## src/rtl/wavetable_pkg.sv

```systemverilog
// Shared types and constants for the wavetable oscillator: FSM encoding,
// interpolation fraction width and the fixed values of the unused write-side memory ports.
package wavetable_pkg;

    typedef enum logic [2:0] {
        IDLE,
        ISSUE0,
        WAIT0,
        ISSUE1,
        WAIT1,
        CALC,
        OUT
    } state_e;

    localparam int FRAC_BITS = 8;

    localparam logic       MEM_WRITE_TIE     = 1'b0;
    localparam logic       MEM_CLKEN_TIE     = 1'b1;
    localparam logic       MEM_DEBUG_TIE     = 1'b0;
    localparam logic [1:0] MEM_BYTEEN_TIE    = 2'b11;

endpackage

```

## src/rtl/wavetable_mem_reader_if.sv

```systemverilog
// Memory-side (Avalon s1) and codec-side (valid/ready sample stream) signals of the reader.
// master = the reader, slave = memory plus sample consumer.
interface wavetable_mem_reader_if #(
    parameter int ADDR_W = 8,
    parameter int DATA_W = 16
);
    logic [ADDR_W-1:0] mem_address;
    logic              mem_chipselect;
    logic              mem_write;
    logic              mem_clken;
    logic              mem_debugaccess;
    logic [1:0]        mem_byteenable;
    logic [DATA_W-1:0] mem_writedata;
    logic [DATA_W-1:0] mem_readdata;
    logic [DATA_W-1:0] sample_data;
    logic              sample_valid;
    logic              sample_ready;

    modport master (
        output mem_address, mem_chipselect, mem_write, mem_clken, mem_debugaccess,
               mem_byteenable, mem_writedata, sample_data, sample_valid,
        input  mem_readdata, sample_ready
    );

    modport slave (
        input  mem_address, mem_chipselect, mem_write, mem_clken, mem_debugaccess,
               mem_byteenable, mem_writedata, sample_data, sample_valid,
        output mem_readdata, sample_ready
    );
endinterface

```

## src/rtl/wt_interp.sv

```systemverilog
// Linear interpolation s0 + floor((s1 - s0) * f / 256); purely combinational, zero latency.
// The result always lands between s0 and s1, so the low DATA_W bits of the sum are exact.
module wt_interp
    import wavetable_pkg::*;
#(
    parameter int DATA_W = 16
) (
    input  logic signed [DATA_W-1:0]    s0_i,
    input  logic signed [DATA_W-1:0]    s1_i,
    input  logic        [FRAC_BITS-1:0] f_i,
    output logic signed [DATA_W-1:0]    sample_o
);
    logic signed [DATA_W:0]           diff;
    logic signed [DATA_W+FRAC_BITS:0] prod;
    logic signed [DATA_W+FRAC_BITS:0] sum;

    always_comb begin
        diff     = {s1_i[DATA_W-1], s1_i} - {s0_i[DATA_W-1], s0_i};
        prod     = diff * $signed({1'b0, f_i});
        sum      = (prod >>> FRAC_BITS) + {{(FRAC_BITS+1){s0_i[DATA_W-1]}}, s0_i};
        sample_o = DATA_W'(sum);
    end
endmodule

```

## src/rtl/wavetable_mem_reader.sv

```systemverilog
// Wavetable oscillator: per sample tick reads two adjacent table words over Avalon-MM and interpolates.
// Sample valid 4 + 2*READ_LATENCY cycles after the tick; held until ready, ticks arriving meanwhile set overrun.
module wavetable_mem_reader
    import wavetable_pkg::*;
#(
    parameter int ADDR_W       = 8,
    parameter int DATA_W       = 16,
    parameter int PHASE_W      = 24,
    parameter int READ_LATENCY = 1
) (
    input  logic                   clk_clk,
    input  logic                   reset_reset_n,
    input  logic                   enable,
    input  logic                   sample_tick,
    input  logic [PHASE_W-1:0]     phase_inc,
    wavetable_mem_reader_if.master bus,
    output logic                   overrun,
    output logic                   busy
);
    localparam logic [1:0] LAST_WAIT = 2'(READ_LATENCY - 1);

    state_e                state_q, state_d;
    logic [PHASE_W-1:0]    phase_q, phase_d;
    logic [ADDR_W-1:0]     idx_q, idx_d;
    logic [FRAC_BITS-1:0]  frac_q, frac_d;
    logic [DATA_W-1:0]     s0_q, s0_d;
    logic [DATA_W-1:0]     s1_q, s1_d;
    logic [1:0]            cnt_q, cnt_d;
    logic [DATA_W-1:0]     sample_q, sample_d;
    logic                  valid_q, valid_d;
    logic                  overrun_q, overrun_d;
    logic [DATA_W-1:0]     interp;

    wt_interp #(.DATA_W(DATA_W)) u_interp (
        .s0_i     (s0_q),
        .s1_i     (s1_q),
        .f_i      (frac_q),
        .sample_o (interp)
    );

    always_ff @(posedge clk_clk or negedge reset_reset_n) begin
        if (!reset_reset_n) begin
            state_q   <= IDLE;
            phase_q   <= '0;
            idx_q     <= '0;
            frac_q    <= '0;
            s0_q      <= '0;
            s1_q      <= '0;
            cnt_q     <= '0;
            sample_q  <= '0;
            valid_q   <= 1'b0;
            overrun_q <= 1'b0;
        end else begin
            state_q   <= state_d;
            phase_q   <= phase_d;
            idx_q     <= idx_d;
            frac_q    <= frac_d;
            s0_q      <= s0_d;
            s1_q      <= s1_d;
            cnt_q     <= cnt_d;
            sample_q  <= sample_d;
            valid_q   <= valid_d;
            overrun_q <= overrun_d;
        end
    end

    always_comb begin
        state_d   = state_q;
        phase_d   = phase_q;
        idx_d     = idx_q;
        frac_d    = frac_q;
        s0_d      = s0_q;
        s1_d      = s1_q;
        cnt_d     = cnt_q;
        sample_d  = sample_q;
        valid_d   = 1'b0;
        overrun_d = overrun_q;

        if (!enable)
            overrun_d = 1'b0;
        else if (sample_tick && state_q != IDLE)
            overrun_d = 1'b1;

        case (state_q)
            IDLE: begin
                if (!enable) begin
                    phase_d = '0;
                end else if (sample_tick) begin
                    idx_d   = phase_q[PHASE_W-1 -: ADDR_W];
                    frac_d  = phase_q[PHASE_W-ADDR_W-1 -: FRAC_BITS];
                    state_d = ISSUE0;
                end
            end
            ISSUE0: begin
                cnt_d   = '0;
                state_d = WAIT0;
            end
            WAIT0: begin
                if (cnt_q == LAST_WAIT) begin
                    s0_d    = bus.mem_readdata;
                    state_d = ISSUE1;
                end else begin
                    cnt_d = cnt_q + 2'd1;
                end
            end
            ISSUE1: begin
                cnt_d   = '0;
                state_d = WAIT1;
            end
            WAIT1: begin
                if (cnt_q == LAST_WAIT) begin
                    s1_d    = bus.mem_readdata;
                    state_d = CALC;
                end else begin
                    cnt_d = cnt_q + 2'd1;
                end
            end
            CALC: begin
                sample_d = interp;
                phase_d  = phase_q + phase_inc;
                state_d  = OUT;
            end
            OUT: begin
                // valid is a flop, so the first OUT cycle only raises it
                if (valid_q && bus.sample_ready)
                    state_d = IDLE;
                else
                    valid_d = 1'b1;
            end
            default: state_d = IDLE;
        endcase
    end

    always_comb begin
        bus.mem_address    = '0;
        bus.mem_chipselect = 1'b0;
        if (state_q == ISSUE0) begin
            bus.mem_address    = idx_q;
            bus.mem_chipselect = 1'b1;
        end else if (state_q == ISSUE1) begin
            bus.mem_address    = idx_q + ADDR_W'(1);
            bus.mem_chipselect = 1'b1;
        end
    end

    assign bus.mem_write       = MEM_WRITE_TIE;
    assign bus.mem_clken       = MEM_CLKEN_TIE;
    assign bus.mem_debugaccess = MEM_DEBUG_TIE;
    assign bus.mem_byteenable  = MEM_BYTEEN_TIE;
    assign bus.mem_writedata   = '0;
    assign bus.sample_data     = sample_q;
    assign bus.sample_valid    = valid_q;
    assign overrun             = overrun_q;
    assign busy                = (state_q != IDLE);
endmodule

```

## src/flat_wrapper.sv

```systemverilog
// flat-port wrapper written by rule: the top's interface ports become plain ports
module wavetable_mem_reader_flat import wavetable_pkg::*;
#(
    parameter int ADDR_W       = 8,
    parameter int DATA_W       = 16,
    parameter int PHASE_W      = 24,
    parameter int READ_LATENCY = 1
)
  (clk_clk, reset_reset_n, enable, sample_tick, phase_inc, overrun, busy, bus_mem_address, bus_mem_chipselect, bus_mem_write, bus_mem_clken, bus_mem_debugaccess, bus_mem_byteenable, bus_mem_writedata, bus_sample_data, bus_sample_valid, bus_mem_readdata, bus_sample_ready);
  wavetable_mem_reader_if #(.ADDR_W(ADDR_W), .DATA_W(DATA_W)) bus_i ();
  input  logic clk_clk;
  input  logic reset_reset_n;
  input  logic enable;
  input  logic sample_tick;
  input  logic [PHASE_W-1:0] phase_inc;
  output logic overrun;
  output logic busy;
  output wire logic [$bits(bus_i.mem_address)-1:0] bus_mem_address;
  output wire logic [$bits(bus_i.mem_chipselect)-1:0] bus_mem_chipselect;
  output wire logic [$bits(bus_i.mem_write)-1:0] bus_mem_write;
  output wire logic [$bits(bus_i.mem_clken)-1:0] bus_mem_clken;
  output wire logic [$bits(bus_i.mem_debugaccess)-1:0] bus_mem_debugaccess;
  output wire logic [$bits(bus_i.mem_byteenable)-1:0] bus_mem_byteenable;
  output wire logic [$bits(bus_i.mem_writedata)-1:0] bus_mem_writedata;
  output wire logic [$bits(bus_i.sample_data)-1:0] bus_sample_data;
  output wire logic [$bits(bus_i.sample_valid)-1:0] bus_sample_valid;
  input wire logic [$bits(bus_i.mem_readdata)-1:0] bus_mem_readdata;
  input wire logic [$bits(bus_i.sample_ready)-1:0] bus_sample_ready;
  assign bus_mem_address = bus_i.mem_address;
  assign bus_mem_chipselect = bus_i.mem_chipselect;
  assign bus_mem_write = bus_i.mem_write;
  assign bus_mem_clken = bus_i.mem_clken;
  assign bus_mem_debugaccess = bus_i.mem_debugaccess;
  assign bus_mem_byteenable = bus_i.mem_byteenable;
  assign bus_mem_writedata = bus_i.mem_writedata;
  assign bus_sample_data = bus_i.sample_data;
  assign bus_sample_valid = bus_i.sample_valid;
  assign bus_i.mem_readdata = bus_mem_readdata;
  assign bus_i.sample_ready = bus_sample_ready;
  wavetable_mem_reader #(.ADDR_W(ADDR_W), .DATA_W(DATA_W), .PHASE_W(PHASE_W), .READ_LATENCY(READ_LATENCY)) u_core (.clk_clk(clk_clk), .reset_reset_n(reset_reset_n), .enable(enable), .sample_tick(sample_tick), .phase_inc(phase_inc), .bus(bus_i), .overrun(overrun), .busy(busy));
endmodule
```

## config.mk

```make
export PLATFORM = sky130hd
export DESIGN_NAME = wavetable_mem_reader_flat
export DESIGN_NICKNAME = d
export VERILOG_FILES = /design/src/rtl/wavetable_pkg.sv /design/src/rtl/wavetable_mem_reader_if.sv /design/src/rtl/wt_interp.sv /design/src/rtl/wavetable_mem_reader.sv /design/src/flat_wrapper.sv
export SDC_FILE = /design/constraint.sdc
export NUM_CORES = 1
export LEC_CHECK = 0
export ABC_CLOCK_PERIOD_IN_PS = 7100
export CORE_UTILIZATION = 42
export CTS_CLUSTER_DIAMETER = 50
export DETAILED_ROUTE_END_ITERATION = 7
export HOLD_SLACK_MARGIN = 0.15
export SLEW_MARGIN = 20
export SYNTH_ARGS = -nofsm -noshare
export SYNTH_HDL_FRONTEND = slang
export SYNTH_HIERARCHICAL = 1
export SYNTH_SLANG_ARGS = --single-unit
```

## constraint.sdc

```tcl
create_clock -name clk_clk -period 7.1 [get_ports clk_clk]
set_input_delay 1.42 -clock clk_clk [delete_from_list [all_inputs] [get_ports clk_clk]]
set_output_delay 1.42 -clock clk_clk [all_outputs]
set_load 0.05 [all_outputs]
```

### Word-level counts from Yosys, hierarchy flattened

Cells that the tools add are included.

* logic and storage cells: 63
* input port bits: 45
* output and inout bits: 49
* register bits after elaboration: 95

* $add $sub $neg: 5
* eq/ne operators: 14
* multipliers: 1
* reductions and logical operators: 15
* mux-type cells: 18

Operator list (number)
* 24-bit one-hot mux with 2 select lines: 1
* 24-bit adder: 1
* 17-bit by 9-bit multiplier with 24-bit output: 1
* 24-bit two-way mux: 1
* 3-bit one-hot mux with 7 select lines: 1
* 16-bit by 16-bit subtractor with 17-bit output: 1
* 16-bit adder: 1
* 8-bit two-way mux: 2
* 3-bit two-way mux: 5
* 3-bit equality test (second input constant): 3
* 8-bit by 1-bit adder with 8-bit output (second input constant): 1
* 2-bit by 1-bit != test with 1-bit output (second input constant): 4
* 2-bit != test (second input constant): 4
* 2-bit AND reduction: 4
* 3-bit by 2-bit equality test with 1-bit output (second input constant): 2
* 1-bit two-way mux: 6
* 5-bit AND reduction: 1
* 2-bit one-hot mux with 2 select lines: 1
* 2-bit nonzero test: 2
* 2-bit OR reduction: 2
* 3-bit by 1-bit equality test with 1-bit output (second input constant): 1
* 3-bit logical NOT: 1
* 3-bit AND reduction: 1
* 3-bit nonzero test: 1
* other kinds (4): 5

### Depth between registers and ports, before layout

* depth in word-level cells: 4
* depth in mapped cells: 39
* mapped depth without buffers: 39

### By module

The synthesis kept the hierarchy.

Modules (own cells, without submodules)
* wt_interp: cells each 721, instances 1, sequential area each 0.0 µm², area each 5801.8 µm²
* wavetable_mem_reader: cells each 524, instances 1, sequential area each 2377.3 µm², area each 5261.3 µm²

### Worst setup path before layout

OpenSTA, ideal clock, no wires.

* path kind: register to register
* start point: reg u_core.s0_q[1]
* end point: reg u_core.sample_q[15], in the netlist u_core/bus.sample_data[15]
* slack: -520 ps
* cell stages (with the launch flop): 40
* clock period less this slack: 7620 ps
* path buffers: 0
* required time: 7034 ps
* arrival: 7553 ps
* library setup time: 66 ps
* cells stage by stage: dfrtp_1 > inv_1 > ha_1 > nor2b_1 > o21ai_1 > a21boi_1 > o21ai_1 > a211oi_1 > o21a_1 > or4_1 > nand3_1 > nand2_1 > fa_1 > inv_1 > fa_1 > fa_1 > inv_1 > fa_1 > [... 4 more ...] > a21oi_1 > nand2_1 > and2_1 > nor2_1 > nor2b_1 > nor3_1 > nor3_1 > ha_1 > and3_1 > nand3_1 > and4b_1 > o2bb2ai_1 > o21a_1 > o21ai_0 > xnor2_1 > xnor2_1 > nand2_1 > nand2_1

* longest elaborated chain between the ends: 3

RTL lines
* from (decl): line wavetable_mem_reader.sv:26 `logic [DATA_W-1:0] s0_q, s0_d;`
* from (signal assigned): line wavetable_mem_reader.sv:47 `s0_q <= '0;`
* from (signal assigned): line wavetable_mem_reader.sv:58 `s0_q <= s0_d;`
* 16-bit by 16-bit subtractor with 17-bit output: line wt_interp.sv:18 `diff = {s1_i[DATA_W-1], s1_i} - {s0_i[DATA_W-1], s0_i};`
* 17-bit by 9-bit multiplier with 24-bit output: line wt_interp.sv:19 `prod = diff * $signed({1'b0, f_i});`
* 16-bit adder *: line wt_interp.sv:20 `sum = (prod >>> FRAC_BITS) + {{(FRAC_BITS+1){s0_i[DATA_W-1]}}, s0_i};`
* via u_core.interp[15]: line wavetable_mem_reader.sv:32 `logic [DATA_W-1:0] interp;`
* to (signal assigned): line wavetable_mem_reader.sv:61 `sample_q <= sample_d;`
* to (decl): line wavetable_mem_reader.sv:29 `logic [DATA_W-1:0] sample_q, sample_d;`

Mark *: on every way through the listed nets, which the timed path passes. The rest lies on a longest branch.
A chain may end at the register's enable or synchronous reset.

### Final worst setup path

* start point: reg u_core.s1_q[0]
* end point: reg u_core.sample_q[15], in the netlist u_core/bus.sample_data[15]

* longest elaborated chain between the ends: 3

RTL lines
* from (decl): line wavetable_mem_reader.sv:27 `logic [DATA_W-1:0] s1_q, s1_d;`
* from (signal assigned): line wavetable_mem_reader.sv:48 `s1_q <= '0;`
* from (signal assigned): line wavetable_mem_reader.sv:59 `s1_q <= s1_d;`
* 16-bit by 16-bit subtractor with 17-bit output: line wt_interp.sv:18
* 17-bit by 9-bit multiplier with 24-bit output: line wt_interp.sv:19
* 16-bit adder: line wt_interp.sv:20
* via u_core.interp[15]: line wavetable_mem_reader.sv:32

The timed path passes the listed nets, and every way through them passes these cells.

==> flow_metrics.env <==
export IMPL_violations="negative setup slack"
export IMPL_yosysUniqueCellTypes=71
export IMPL_clock_sinks=95
export IMPL_syn_area_per_cell_um2=8.886
export IMPL_dieArea_um2=26990
export IMPL_crit_arrival_ns=7.76
export IMPL_layout_drive_gt1_share_pct=23.28
export IMPL_vias_per_cell=4.986
export IMPL_ys_warn_count=6
export IMPL_drc_errors=0
export IMPL_path_clk_slew_ns=0.08
export IMPL_place_congestion=0.8579
export IMPL_vias=8930
export IMPL_synth_seq_cells=95
export IMPL_layout_commonest_cell="inv_1"
export IMPL_first_global_vias=9323
export IMPL_synthAdderAreaFrac_pct=30.31
export IMPL_core_um2=25980
export IMPL_rsz0062_at_grt="yes"
export IMPL_endpoint_kind="flip-flop"
export IMPL_slew_viol_final=0
export IMPL_critical_path_required_ns=7.39
export IMPL_die_width_um=164.3
export IMPL_num_nets_final=1701
export IMPL_finalCritPeriodShare_pct=105.3
export IMPL_hold_path_class="flip-flop to flip-flop"
export IMPL_die_h_um=164.3
export IMPL_tritoncts="built"
export IMPL_cts_hold_fix_buffers=0
export IMPL_synth_top_area_share_pct=21.49
export IMPL_synth_mux_area_fraction_pct=5.338
export IMPL_dp_slack_ns=-0.4662
export IMPL_setup_viol=5
export IMPL_crit_type="flip-flop to flip-flop"
export IMPL_synthFlopType="dfrtp_1"
export IMPL_synthSimpleGateAreaFrac_pct=17.20
export IMPL_area_delta_synth_final_pct=27.15
export IMPL_seq_area_frac_synth_pct=21.49
export IMPL_worstMarginPinSlew_ns=0.9371
export IMPL_diodes=0
export IMPL_status="finished with violations"
export IMPL_drt_iter0_markers=337
export IMPL_portBuffers=72
export IMPL_r2r_slack_ns=-0.37
export IMPL_io_pins=94
export IMPL_synth_compound_area_share_pct=11.42
export IMPL_fin_ws_ns=-0.3738
export IMPL_synth_area_leader_cell="dfrtp_1"
export IMPL_synthXorXnorAreaFrac_pct=5.146
export IMPL_startpoint_type="flip-flop"
export IMPL_first_pass_iters=5
export IMPL_grt_first_pass_wirelength_mm=46.28
export IMPL_synth_area_um2=11060
export IMPL_n_fill_cell=2386
export IMPL_seq_area_um2=2377
export IMPL_grt_total_usage_pct=21.44
export IMPL_synth_edf_count=0
export IMPL_final_util_pct=54.14
export IMPL_drt_wirelength_per_cell_um=15.31
export IMPL_yosys_top_cells_area="dfrtp_1 (21%), fa_1 (19%), ha_1 (11%)"
export IMPL_rows=59
export IMPL_ant_nets=0
export IMPL_h_tree_depth=3
export IMPL_routed_wl_mm=27.42
export IMPL_cpPeakStageDelay_ns=0.55
export IMPL_dp_final_hpwl_mm=21.16
export IMPL_multi_input_area_um2=8329
export IMPL_antenna_found_initial=0
export IMPL_syn_inst=1245
export IMPL_clockBufferDepth=2
export IMPL_initial_core_util_pct=42.58
export IMPL_synth_async_reset_ratio_pct=100.0
export IMPL_clock_skew_ns=0.009090
export IMPL_layout_min_cycle_time_ns=7.474
export IMPL_cts_buffers=9
export IMPL_hold_viol=0
export IMPL_synth_top_family_by_area="adder cells"
export IMPL_clock_latency_ns=0.35
export IMPL_mostFrequentLayoutCells="inv_1 (176), nand2_1 (170), buf_4 (149), fa_1 (100), dfrtp_1 (95)"
export IMPL_cp_max_fo=4
export IMPL_grt_max_degree=66
export IMPL_cts_root_buf="clkbuf_16"
export IMPL_fmax_mhz=133.8
export IMPL_slowest_stage="fa_1"
export IMPL_relSlewSlack_pct=37.53
export IMPL_maxCapViolations=0
export IMPL_grt_overflow=0
-- area by class of cell --
cell class / instances / area share [%]
clock inverter: 7 / 0.4803
inverter: 192 / 5.123
timing repair buffer: 228 / 13.71
clock buffer: 9 / 1.601
sequential: 95 / 16.90
multi-input combinational: 925 / 59.21
tap: 335 / 2.980
-- routing by layer --
layer / routed length (um) / global-route usage (%)
met1: 13360 / 30.09
met2: 13030 / 35.71
met3: 776 / 2.576
met4: 247 / 3.662
met5: 0 / 0
-- state kept, by name, indices dropped and copies added (netlist names) --
register                 flops
u_core/bus.sample_data      16
u_core/bus.sample_valid      1
u_core/cnt_q                 2
u_core/frac_q                8
u_core/idx_q                 8
u_core/overrun               1
u_core/phase_q              24
u_core/s0_q                 16
u_core/s1_q                 16
u_core/state_q               3
-- path summary, 6_finish.rpt --
| check | to | cells after the start | startpoint |
|---|---|---|---|
| worst max-delay path | u_core/bus.sample_data[15]$_DFFE_PN0P_ | 37 | u_core/s1_q[0]$_DFFE_PN0P_ |
| worst min-delay path | u_core/bus.sample_data[10]$_DFFE_PN0P_ | 2 | u_core/bus.sample_data[10]$_DFFE_PN0P_ |
| worst max register to register | u_core/bus.sample_data[15]$_DFFE_PN0P_ | 37 | u_core/s1_q[0]$_DFFE_PN0P_ |
| worst min register to register | u_core/bus.sample_data[10]$_DFFE_PN0P_ | 2 | u_core/bus.sample_data[10]$_DFFE_PN0P_ |
| max in group asynchronous | u_core/s1_q[11]$_DFFE_PN0P_ | 2 | reset_reset_n |
| min in group asynchronous | u_core/phase_q[1]$_DFFE_PN0P_ | 1 | reset_reset_n |
-- cell families (layout without fill, tap and decap cells) --
kind of cell             Yosys count  after routing
XOR/XNOR                          65             65
AO/OA/AOI/OAI                    184            184
other                              2             21
buffers and inverters            244            436
AND/OR/NAND/NOR                  397            397
multiplexers                      53             53
flip-flops                        95             95
adder cells (fa/ha/maj)          205            205
-- synthesized netlist by cell type (4+ instances only) --
master and instances:
mux2_2 48, nor2_1 57, nor2b_1 20, inv_1 192
nor3b_1 7, nand3_1 22, a21o_1 19, nand2b_1 12
o21a_1 6, a22o_1 4, and3_1 11, nand4_1 5
dfrtp_1 95, and2_1 46, clkbuf_1 24, ha_1 100
o21ai_1 5, a21oi_1 49, a211oi_1 6, o21bai_1 5
o31ai_1 5, nor3_1 20, buf_4 21, xnor2_1 40
buf_1 4, mux2i_1 5, xor2_1 25, a31oi_1 9
fa_1 105, nand2_1 176, o21ai_0 39
-- per-stage QoR --
stage | TNS (ns) | hold slack [ns] | cell area (um^2) | std cells
floorplan | -0.3043 | 0.4526 | 11170 | 1264
global placement | -1.402 | 0.4607 | 12990 | 1747
detailed placement | -2.031 | 0.4616 | 12990 | 1747
CTS | -0.7308 | 0.4798 | 13780 | 1781
global route | -3.394 | 0.4988 | 14070 | 1791
finish | -1.133 | 0.4759 | 14070 | 1791
-- critical path: cells and delay by family (launching register included) --
family / cells / cell delay (ns)
buffers and inverters: 9 / 0.88
xor gates and xnor gates: 4 / 0.64
adders and majority gates: 8 / 2.90
and+or+nand+nor: 7 / 0.69
AOI/OAI and AO/OA: 9 / 1.91
DFF: 1 / 0.39
-- timing repair --
action	CTS	global route
hold endpoints to repair	0	0
setup endpoints to repair	8	10
pin swaps	55	49
gates resized for setup	72	50
setup buffers	20	13
Power is not shown: default switching activity piles up to over one toggle a cycle in this logic, so the estimate is an artifact.
